### src/rtl/contador_dezena_min_horas_if.sv
// Bundles the carry input, preset/load controls and the displayed digits of the
// tens-of-minutes / hours stage of the digital clock.
interface contador_dezena_min_horas_if;
   logic       carry_um;
   logic       load;
   logic [3:0] presetDm;
   logic [3:0] presetUh;
   logic [3:0] presetDh;
   logic [3:0] qDezenadeMinutos;
   logic [3:0] qUnidadedeHoras;
   logic [3:0] qDezenadeHoras;
   logic       load_err;
   logic       dia_pulse;

   modport master (
      output carry_um, load, presetDm, presetUh, presetDh,
      input  qDezenadeMinutos, qUnidadedeHoras, qDezenadeHoras, load_err, dia_pulse
   );

   modport slave (
      input  carry_um, load, presetDm, presetUh, presetDh,
      output qDezenadeMinutos, qUnidadedeHoras, qDezenadeHoras, load_err, dia_pulse
   );
endinterface

### src/rtl/contador_dezena_min_horas.sv
// Tens-of-minutes and BCD hours stage: advances on each falling edge of the
// minutes-units carry, supports validated preset loads and flags day rollover.
module contador_dezena_min_horas #(
   parameter int HORA_MAX_DEZ = 2,
   parameter int HORA_MAX_UN  = 3,
   parameter int DM_MAX       = 5
) (
   input  logic                          clk,
   input  logic                          clear,
   contador_dezena_min_horas_if.slave    bus
);

   localparam logic [3:0] DH_WRAP = 4'(HORA_MAX_DEZ);
   localparam logic [3:0] UH_WRAP = 4'(HORA_MAX_UN);
   localparam logic [3:0] DM_TOP  = 4'(DM_MAX);

   logic       carry_q, carry_d;
   logic [3:0] dm_q, dm_d;
   logic [3:0] uh_q, uh_d;
   logic [3:0] dh_q, dh_d;
   logic       load_err_q, load_err_d;
   logic       dia_pulse_q, dia_pulse_d;

   logic tick;
   logic load_valid;

   // A tick is the sampled 1->0 transition of carry, i.e. minutes-units 9 -> 0.
   assign tick = carry_q & ~bus.carry_um;

   assign load_valid = (bus.presetDm <= DM_TOP)
                     && (bus.presetDh <= DH_WRAP)
                     && (bus.presetUh <= 4'd9)
                     && ((bus.presetDh < DH_WRAP) || (bus.presetUh <= UH_WRAP));

   always_comb begin
      carry_d     = bus.carry_um;
      dm_d        = dm_q;
      uh_d        = uh_q;
      dh_d        = dh_q;
      load_err_d  = 1'b0;
      dia_pulse_d = 1'b0;

      // A load request, accepted or rejected, swallows any tick in the same cycle.
      if (bus.load) begin
         if (load_valid) begin
            dm_d = bus.presetDm;
            uh_d = bus.presetUh;
            dh_d = bus.presetDh;
         end else begin
            load_err_d = 1'b1;
         end
      end else if (tick) begin
         if (dm_q < DM_TOP) begin
            dm_d = dm_q + 4'd1;
         end else begin
            dm_d = 4'd0;
            if ((dh_q == DH_WRAP) && (uh_q == UH_WRAP)) begin
               dh_d        = 4'd0;
               uh_d        = 4'd0;
               dia_pulse_d = 1'b1;
            end else if (uh_q == 4'd9) begin
               uh_d = 4'd0;
               dh_d = dh_q + 4'd1;
            end else begin
               uh_d = uh_q + 4'd1;
            end
         end
      end
   end

   always_ff @(posedge clk) begin
      if (clear) begin
         carry_q     <= 1'b0;
         dm_q        <= 4'd0;
         uh_q        <= 4'd0;
         dh_q        <= 4'd0;
         load_err_q  <= 1'b0;
         dia_pulse_q <= 1'b0;
      end else begin
         carry_q     <= carry_d;
         dm_q        <= dm_d;
         uh_q        <= uh_d;
         dh_q        <= dh_d;
         load_err_q  <= load_err_d;
         dia_pulse_q <= dia_pulse_d;
      end
   end

   assign bus.qDezenadeMinutos = dm_q;
   assign bus.qUnidadedeHoras  = uh_q;
   assign bus.qDezenadeHoras   = dh_q;
   assign bus.load_err         = load_err_q;
   assign bus.dia_pulse        = dia_pulse_q;

endmodule

### src/flat_wrapper.sv
// flat-port wrapper written by rule: the top's interface ports become plain ports
module contador_dezena_min_horas_flat 
#(
   parameter int HORA_MAX_DEZ = 2,
   parameter int HORA_MAX_UN  = 3,
   parameter int DM_MAX       = 5
)
  (clk, clear, bus_carry_um, bus_load, bus_presetDm, bus_presetUh, bus_presetDh, bus_qDezenadeMinutos, bus_qUnidadedeHoras, bus_qDezenadeHoras, bus_load_err, bus_dia_pulse);
  contador_dezena_min_horas_if bus_i ();
  input  logic clk;
  input  logic clear;
  input wire logic [$bits(bus_i.carry_um)-1:0] bus_carry_um;
  input wire logic [$bits(bus_i.load)-1:0] bus_load;
  input wire logic [$bits(bus_i.presetDm)-1:0] bus_presetDm;
  input wire logic [$bits(bus_i.presetUh)-1:0] bus_presetUh;
  input wire logic [$bits(bus_i.presetDh)-1:0] bus_presetDh;
  output wire logic [$bits(bus_i.qDezenadeMinutos)-1:0] bus_qDezenadeMinutos;
  output wire logic [$bits(bus_i.qUnidadedeHoras)-1:0] bus_qUnidadedeHoras;
  output wire logic [$bits(bus_i.qDezenadeHoras)-1:0] bus_qDezenadeHoras;
  output wire logic [$bits(bus_i.load_err)-1:0] bus_load_err;
  output wire logic [$bits(bus_i.dia_pulse)-1:0] bus_dia_pulse;
  assign bus_i.carry_um = bus_carry_um;
  assign bus_i.load = bus_load;
  assign bus_i.presetDm = bus_presetDm;
  assign bus_i.presetUh = bus_presetUh;
  assign bus_i.presetDh = bus_presetDh;
  assign bus_qDezenadeMinutos = bus_i.qDezenadeMinutos;
  assign bus_qUnidadedeHoras = bus_i.qUnidadedeHoras;
  assign bus_qDezenadeHoras = bus_i.qDezenadeHoras;
  assign bus_load_err = bus_i.load_err;
  assign bus_dia_pulse = bus_i.dia_pulse;
  contador_dezena_min_horas #(.HORA_MAX_DEZ(HORA_MAX_DEZ), .HORA_MAX_UN(HORA_MAX_UN), .DM_MAX(DM_MAX)) u_core (.clk(clk), .clear(clear), .bus(bus_i));
endmodule
### config.mk
export PLATFORM = sky130hd
export DESIGN_NAME = contador_dezena_min_horas_flat
export DESIGN_NICKNAME = d
export VERILOG_FILES = /design/src/rtl/contador_dezena_min_horas_if.sv /design/src/rtl/contador_dezena_min_horas.sv /design/src/flat_wrapper.sv
export SDC_FILE = /design/constraint.sdc
export NUM_CORES = 1
export LEC_CHECK = 0
export CAP_MARGIN = 30
export CORE_UTILIZATION = 40
export DETAILED_ROUTE_END_ITERATION = 8
export GPL_TIMING_DRIVEN = 0
export PLACE_DENSITY = 0.72
export SYNTH_ARGS = -nofsm -noshare
export SYNTH_HDL_FRONTEND = slang
export SYNTH_SLANG_ARGS = --single-unit
### constraint.sdc
create_clock -name clk -period 2 [get_ports clk]
set_clock_uncertainty 0.05 [all_clocks]
set_input_delay 0.4 -clock clk [delete_from_list [all_inputs] [get_ports clk]]
set_output_delay 0.4 -clock clk [all_outputs]
set_load 0.02 [all_outputs]
# After elaboration in Yosys (flattened, before gate mapping)
# Cells that the tools add are included.
[totals]
word_cells = 54
in_bits = 16
register_bits = 15
out_inout_bits = 14
[classes]
reduce_logical = 12
addsub = 3
eq_ne = 5
n_bitwise = 4
order_cmp = 6
mux = 18
[op_table]
columns = ["operator", "count"]
rows = [
  ["4-bit 2-to-1 mux", 16],
  ["4-bit by 1-bit adder with 4-bit output, second input constant", 3],
  ["4-bit by 2-bit equality test with 1-bit output, second input constant", 2],
  ["4-bit by 2-bit less-or-equal comparator with 1-bit output, second input constant", 2],
  ["4-bit equality test, second input constant", 1],
  ["4-bit by 3-bit less-or-equal comparator with 1-bit output, second input constant", 1],
  ["4-bit less-or-equal comparator, second input constant", 1],
  ["1-bit logical AND", 4],
  ["4-bit by 2-bit less-than comparator with 1-bit output, second input constant", 1],
  ["4-bit by 3-bit less-than comparator with 1-bit output, second input constant", 1],
  ["4-bit AND reduction", 1],
  ["4-bit OR reduction", 1],
  ["1-bit inverter", 3],
  ["3-bit AND reduction", 1],
  ["3-bit nonzero test", 1],
  ["1-bit 2-to-1 mux", 2],
  ["2-bit by 1-bit != test with 1-bit output, second input constant", 1],
  ["2-bit != test, second input constant", 1],
  ["2-bit AND reduction", 1],
  ["2-bit nonzero test", 1],
  ["2-bit OR reduction", 1],
  ["1-bit AND", 1],
  ["1-bit logical OR", 1],
]

# Longest topological paths before layout
[depth]
ltp_word = 6
depth_mapped = 8

# Least setup slack after synthesis
# Ideal clock, no wire load.
[synth_timing]
path_type = "register -> register"
from = "reg u_core.dh_q[1], in the netlist u_core.bus.qDezenadeHoras[1]"
to = "reg u_core.dh_q[0], in the netlist u_core.bus.qDezenadeHoras[0]"
period_less_slack_ns = 2.002
t_arrival_ns = 1.865
n_path_buf = 0
setup_slack_ns = -0.002
path_stages_with_launch = 7
required_ns = 1.863
cell_sequence = "dfxtp_1 > ha_1 > or4b_4 > nor2_4 > nor3_2 > or4_1 > o31ai_1"
[synth_via]
elab_chain_cells = 6
[synth_lines]
columns = ["item", "line_no", "text"]
rows = [
  ["start: declaration", "contador_dezena_min_horas.sv:20", "logic [3:0] dh_q, dh_d;"],
  ["start signal: assignment", "contador_dezena_min_horas.sv:83", "dh_q <= dh_d;"],
  ["4-bit by 2-bit equality test with 1-bit output (*)", "contador_dezena_min_horas.sv:57", "if ((dh_q == DH_WRAP) && (uh_q == UH_WRAP)) begin"],
  ["1-bit logical AND (*)", "contador_dezena_min_horas.sv:57", ""],
  ["4-bit 2-to-1 mux", "contador_dezena_min_horas.sv:57", ""],
  ["4-bit 2-to-1 mux", "contador_dezena_min_horas.sv:53", "if (dm_q < DM_TOP) begin"],
  ["4-bit 2-to-1 mux", "contador_dezena_min_horas.sv:52", "end else if (tick) begin"],
  ["4-bit 2-to-1 mux", "contador_dezena_min_horas.sv:44", "if (bus.load) begin"],
]
# Mark *: on every way between the ends. The rest lies on a longest branch, timed or not. The select of a mux whose other input is x is not followed.
# A chain may end at the register's enable or synchronous reset.

# Worst setup path after layout
[layout_timing]
from = "in bus_presetDh[3]"
to = "reg u_core.dh_q[0], in the netlist u_core.bus.qDezenadeHoras[0]"
[layout_via]
elab_chain_cells = 6
[layout_lines]
columns = ["item", "line_no", "text"]
rows = [
  ["start: declaration", "flat_wrapper.sv:16", "input wire logic [$bits(bus_i.presetDh)-1:0] bus_presetDh;"],
  ["4-bit by 2-bit less-or-equal comparator with 1-bit output", "contador_dezena_min_horas.sv:31", "&& (bus.presetDh <= DH_WRAP)"],
  ["1-bit logical AND", "contador_dezena_min_horas.sv:31", ""],
  ["1-bit logical AND", "contador_dezena_min_horas.sv:32", "&& (bus.presetUh <= 4'd9)"],
  ["1-bit logical AND (*)", "contador_dezena_min_horas.sv:33", "&& ((bus.presetDh < DH_WRAP) || (bus.presetUh <= UH_WRAP));"],
  ["2-bit by 1-bit != test with 1-bit output (no line) (*)", "--", ""],
  ["4-bit AND reduction (no line) (*)", "--", ""],
]
# Mark *: on every way between the ends. The rest lies on a longest branch, timed or not.

==> results.txt <==
- Residual DRC count: 0
- The worst path needs a little under 2 ns of the cycle, external delays included.
* Worst Path Required: roughly 2.2 ns
- Power density over cell area: approximately 460 nW/um^2
- Effective utilization at floorplan: 0.442
- Latest clock arrival within the worst-skew pair: roughly 0.29 ns
- Antenna diodes: 0
- Post-DP HPWL: 1700 um
* Number of warnings printed during yosys synthesis: 0
* Total number of nets in the final design: approximately 160
- From synthesis to final layout, the design area changed by 47.5%.
- Chain of cells forming the critical path: clkdlybuf4s50_1 -> a211oi_2 -> o211ai_1 -> o21a_1 -> or4_1 -> o31ai_1
- Iteration count of the initial detailed-routing pass: 5
- Smallest setup slack after layout: 0.0278 ns
* Worst min path class: reg -> reg
- Type of the setup path with the least slack: in -> reg
* Final Power: 0.000601 W
* Cell area after technology mapping: 893 um^2
* Global placement routability congestion: 0.865
* Floorplan Core Area: 2020 um^2
- Across every metal layer, demand over resource in global routing totals 0.212.
- Die Wd: 49.3 um
- Placed insts: 162
- Post-route ant nets: 0
* Top Family by Delay on Critical Path: compound AO/OA/AOI/OAI gates
- The number of antenna violations at the first check in global routing is 0.
- At the end of the flow the core is filled with cells to 0.652.
- Number of primary I/O pins: 30
- At the pin with the least slew margin, the transition time is 0.495 ns.
- Largest buffer count on any clock path: 2
* Final routed wirelength across all metal layers: approximately 2500 um
- Among all flip-flop cells after synthesis, the most frequent one is dfxtp_1.
- The run finished with clean final reports.
* Sort of element at the end of the critical path: flop
- Final Max Slew Viols: 0
- Once layout is complete, the cells apart from fillers number 168.
- Synthesized flop and latch total: 15
* Post-synthesis instance total: 106
* Max stage delay on crit path: 0.48 ns
* Worst-path fanout max: 5
* Buf+Inv Stages, Crit Path: 1
- CTS H-Tree Depth: 1
- After clock tree synthesis, the clock-pin slew on the worst setup and hold paths is 0.10 ns.
- Average detailed-routed wire length per instance: between 10 and 15 um
* Cell Area, Placed: 1220 um^2
* Number of fill cells in the layout: between 150 and 200
* Port Buf Inserts: 29
- In this run the tightest slew margin relative to its limit is 0.670.
* Fmax: a little over 500 MHz
* Cell row count: 16
- Critical path's slowest cell: or4_1
- Vert. Die Dim: 49.3 um
- Worst setup slack before clock tree synthesis: -0.282 ns
- Net Count, Synth: 128
- TritonCTS built the clock tree.
- Fraction of layout cells with a size suffix above 1: 0.184
* Setup-violating endpoint count in the final report: 0
- Fin crit share: 0.986
* Crit path DAT: around 2.1 ns
- Number of clock buffers inserted by TritonCTS: 3
- P_leak: 0.505 nW
* Fraction of the yosys area taken by sequential cells: 0.336
- Via count of the first global-routing pass: 861
* Netlist cell types: 38
- Final standard cell area without fillers: 1320 um^2
- Startpoint class of the critical path: input pin
* DRC marker count from the first detailed-route iteration: 24
* EDFF count, synth: 0
- The worst-case IR drop observed on VDD is 0.000282 V.
- The die covers 2430 um^2.
* Master cell of the clock root buffer: clkbuf_4
- Using the TritonRoute via totals, the vias-per-cell ratio works out to 5.57.
* Mapped Avg Cell Area: between 8 and 9 um^2
* Wire length of the first global-routing pass: around 3900 um
* Gr ovfl total: 0
* Clock Sink Count: 15
- The number of endpoints with negative hold slack in the final report was 0.
* Number of vias in the routed layout: between 900 and 1000
- Maximum number of pins on one net before global-route repair: 11
- Count of maximum capacitance violations: 0
* Unrepaired setup endpoints after global routing: true
- After synthesis, the share of flip-flops with an asynchronous set or reset is 0.
## layer usage
layer | global-route usage | vias up | part of all wire | wire [um]
li1 | - | 464 | - | -
met1 | 0.294 | 419 | 0.46 | 1130
met2 | 0.297 | 44 | 0.44 | 1090
met3 | 0.0374 | 9 | 0.067 | 165
met4 | 0.132 | 0 | 0.035 | 87
met5 | 0 | - | 0 | 0
## power by group
group,internal [W],switching (W)
sequential,0.000304,0.00000536
clock,0.0000746,0.000111
combinational,0.0000531,0.0000533
total,0.000431,0.000170
## registers in the layout, indices dropped and copies added (netlist names)
register and flops:
u_core.bus.qDezenadeHoras 4, u_core.bus.qDezenadeMinutos 4, u_core.bus.qUnidadedeHoras 4, u_core.bus.dia_pulse 1, u_core.bus.load_err 1, u_core.carry_q 1
## synthesized netlist by cell type, types with 2 or more instances
cell | number | area, um^2
a211oi_1 | 5 | 37.5
a21oi_1 | 10 | 50.1
a221oi_1 | 4 | 35.0
a22oi_1 | 2 | 15.0
clkbuf_1 | 4 | 15.0
dfxtp_1 | 15 | 300
ha_1 | 6 | 75.1
inv_1 | 9 | 33.8
nand2_1 | 6 | 22.5
nand3_1 | 2 | 10.0
nor2_1 | 5 | 18.8
nor2b_1 | 2 | 12.5
nor3_1 | 5 | 25.0
o21ai_0 | 3 | 15.0
o32ai_1 | 2 | 17.5
or2_1 | 2 | 12.5
or4_1 | 2 | 15.0
xnor2_1 | 2 | 17.5
## area by class of cell
cell class / count / area [um^2] / share of cell area
Buffer: 4 / 21.3 / 0.0161
Multi-Input combinational cell: 77 / 576 / 0.437
Clock inverter: 1 / 5.00 / 0.00380
Timing Repair Buffer: 32 / 318 / 0.241
Clock buffer: 3 / 22.5 / 0.0171
Inverter: 9 / 33.8 / 0.0256
Tap cell: 27 / 33.8 / 0.0256
Sequential cell: 15 / 308 / 0.234
## worst reg2reg max path, delay by kind of cell (launching register included)
kind                     cells  cell delay, ns
AO/OA/AOI/OAI                2            0.52
adder cells (fa/ha/maj)      1            0.13
buffers and inverters        1            0.05
flip-flops                   1            0.37
AND/OR/NAND/NOR              3            0.72
## cell families (layout without fill, tap and decap cells)
kind of cell	after synthesis	after routing	synth area share
flops	15	15	0.336
simple gates	34	34	0.224
xor+xnor	2	2	0.0196
buf+inv	14	49	0.0602
fa+ha+maj	6	6	0.0840
compound gates	34	34	0.265
mux	1	1	0.0112
## metrics by stage
| stage | hold WS [ns] | TNS [ns] |
|---|---|---|
| 6_report | 0.471 | 0 |
| 5_1_grt | 0.504 | -0.0430 |
| 4_1_cts | 0.466 | 0 |
| 3_5_place_dp | 0.451 | -2.99 |
| 3_3_place_gp | 0.449 | -2.81 |
| 2_1_floorplan | 0.422 | 0 |
## repair_timing
item / 4_1_cts / 5_1_grt
pin swaps: 0 / 4
gates resized for setup: 1 / 20
hold buffers: 0 / 0
setup buffers: 0 / 3
endpoints found under the setup margin: 2 / 12
hold endpoints to repair: 0 / 0
## placed cells by master, fill, tap and decap left out, types with 2 or more instances in the layout
cell / count
clkbuf_2: 2
inv_1: 8
o32ai_1: 2
ha_1: 6
buf_4: 4
nand3_1: 2
or4_1: 2
clkdlybuf4s50_1: 27
or2_1: 2
a21oi_1: 10
dfxtp_2: 3
dlymetal6s2s_1: 2
o21ai_0: 3
a211oi_1: 4
nor2_1: 4
clkbuf_4: 3
a22oi_1: 2
dfxtp_1: 11
a221oi_1: 3
nor3_1: 4
nand2_1: 6
xnor2_1: 2
## path summary, 6_finish.rpt
path / start / endpoint / slack, ns / cells after the start
setup / recovery: bus_presetDh[3] / u_core.bus.qDezenadeHoras[0]$_SDFFE_PP0P_ / 0.03 / 6
hold / removal: u_core.bus.qDezenadeMinutos[3]$_SDFFE_PP0P_ / u_core.bus.qDezenadeMinutos[3]$_SDFFE_PP0P_ / 0.47 / 2
setup reg to reg: u_core.bus.qDezenadeHoras[0]$_SDFFE_PP0P_ / u_core.bus.qDezenadeHoras[1]$_SDFFE_PP0P_ / 0.07 / 7
hold reg to reg: u_core.bus.qDezenadeMinutos[3]$_SDFFE_PP0P_ / u_core.bus.qDezenadeMinutos[3]$_SDFFE_PP0P_ / 0.47 / 2
No activity file was read; power rests on OpenSTA's default activity.
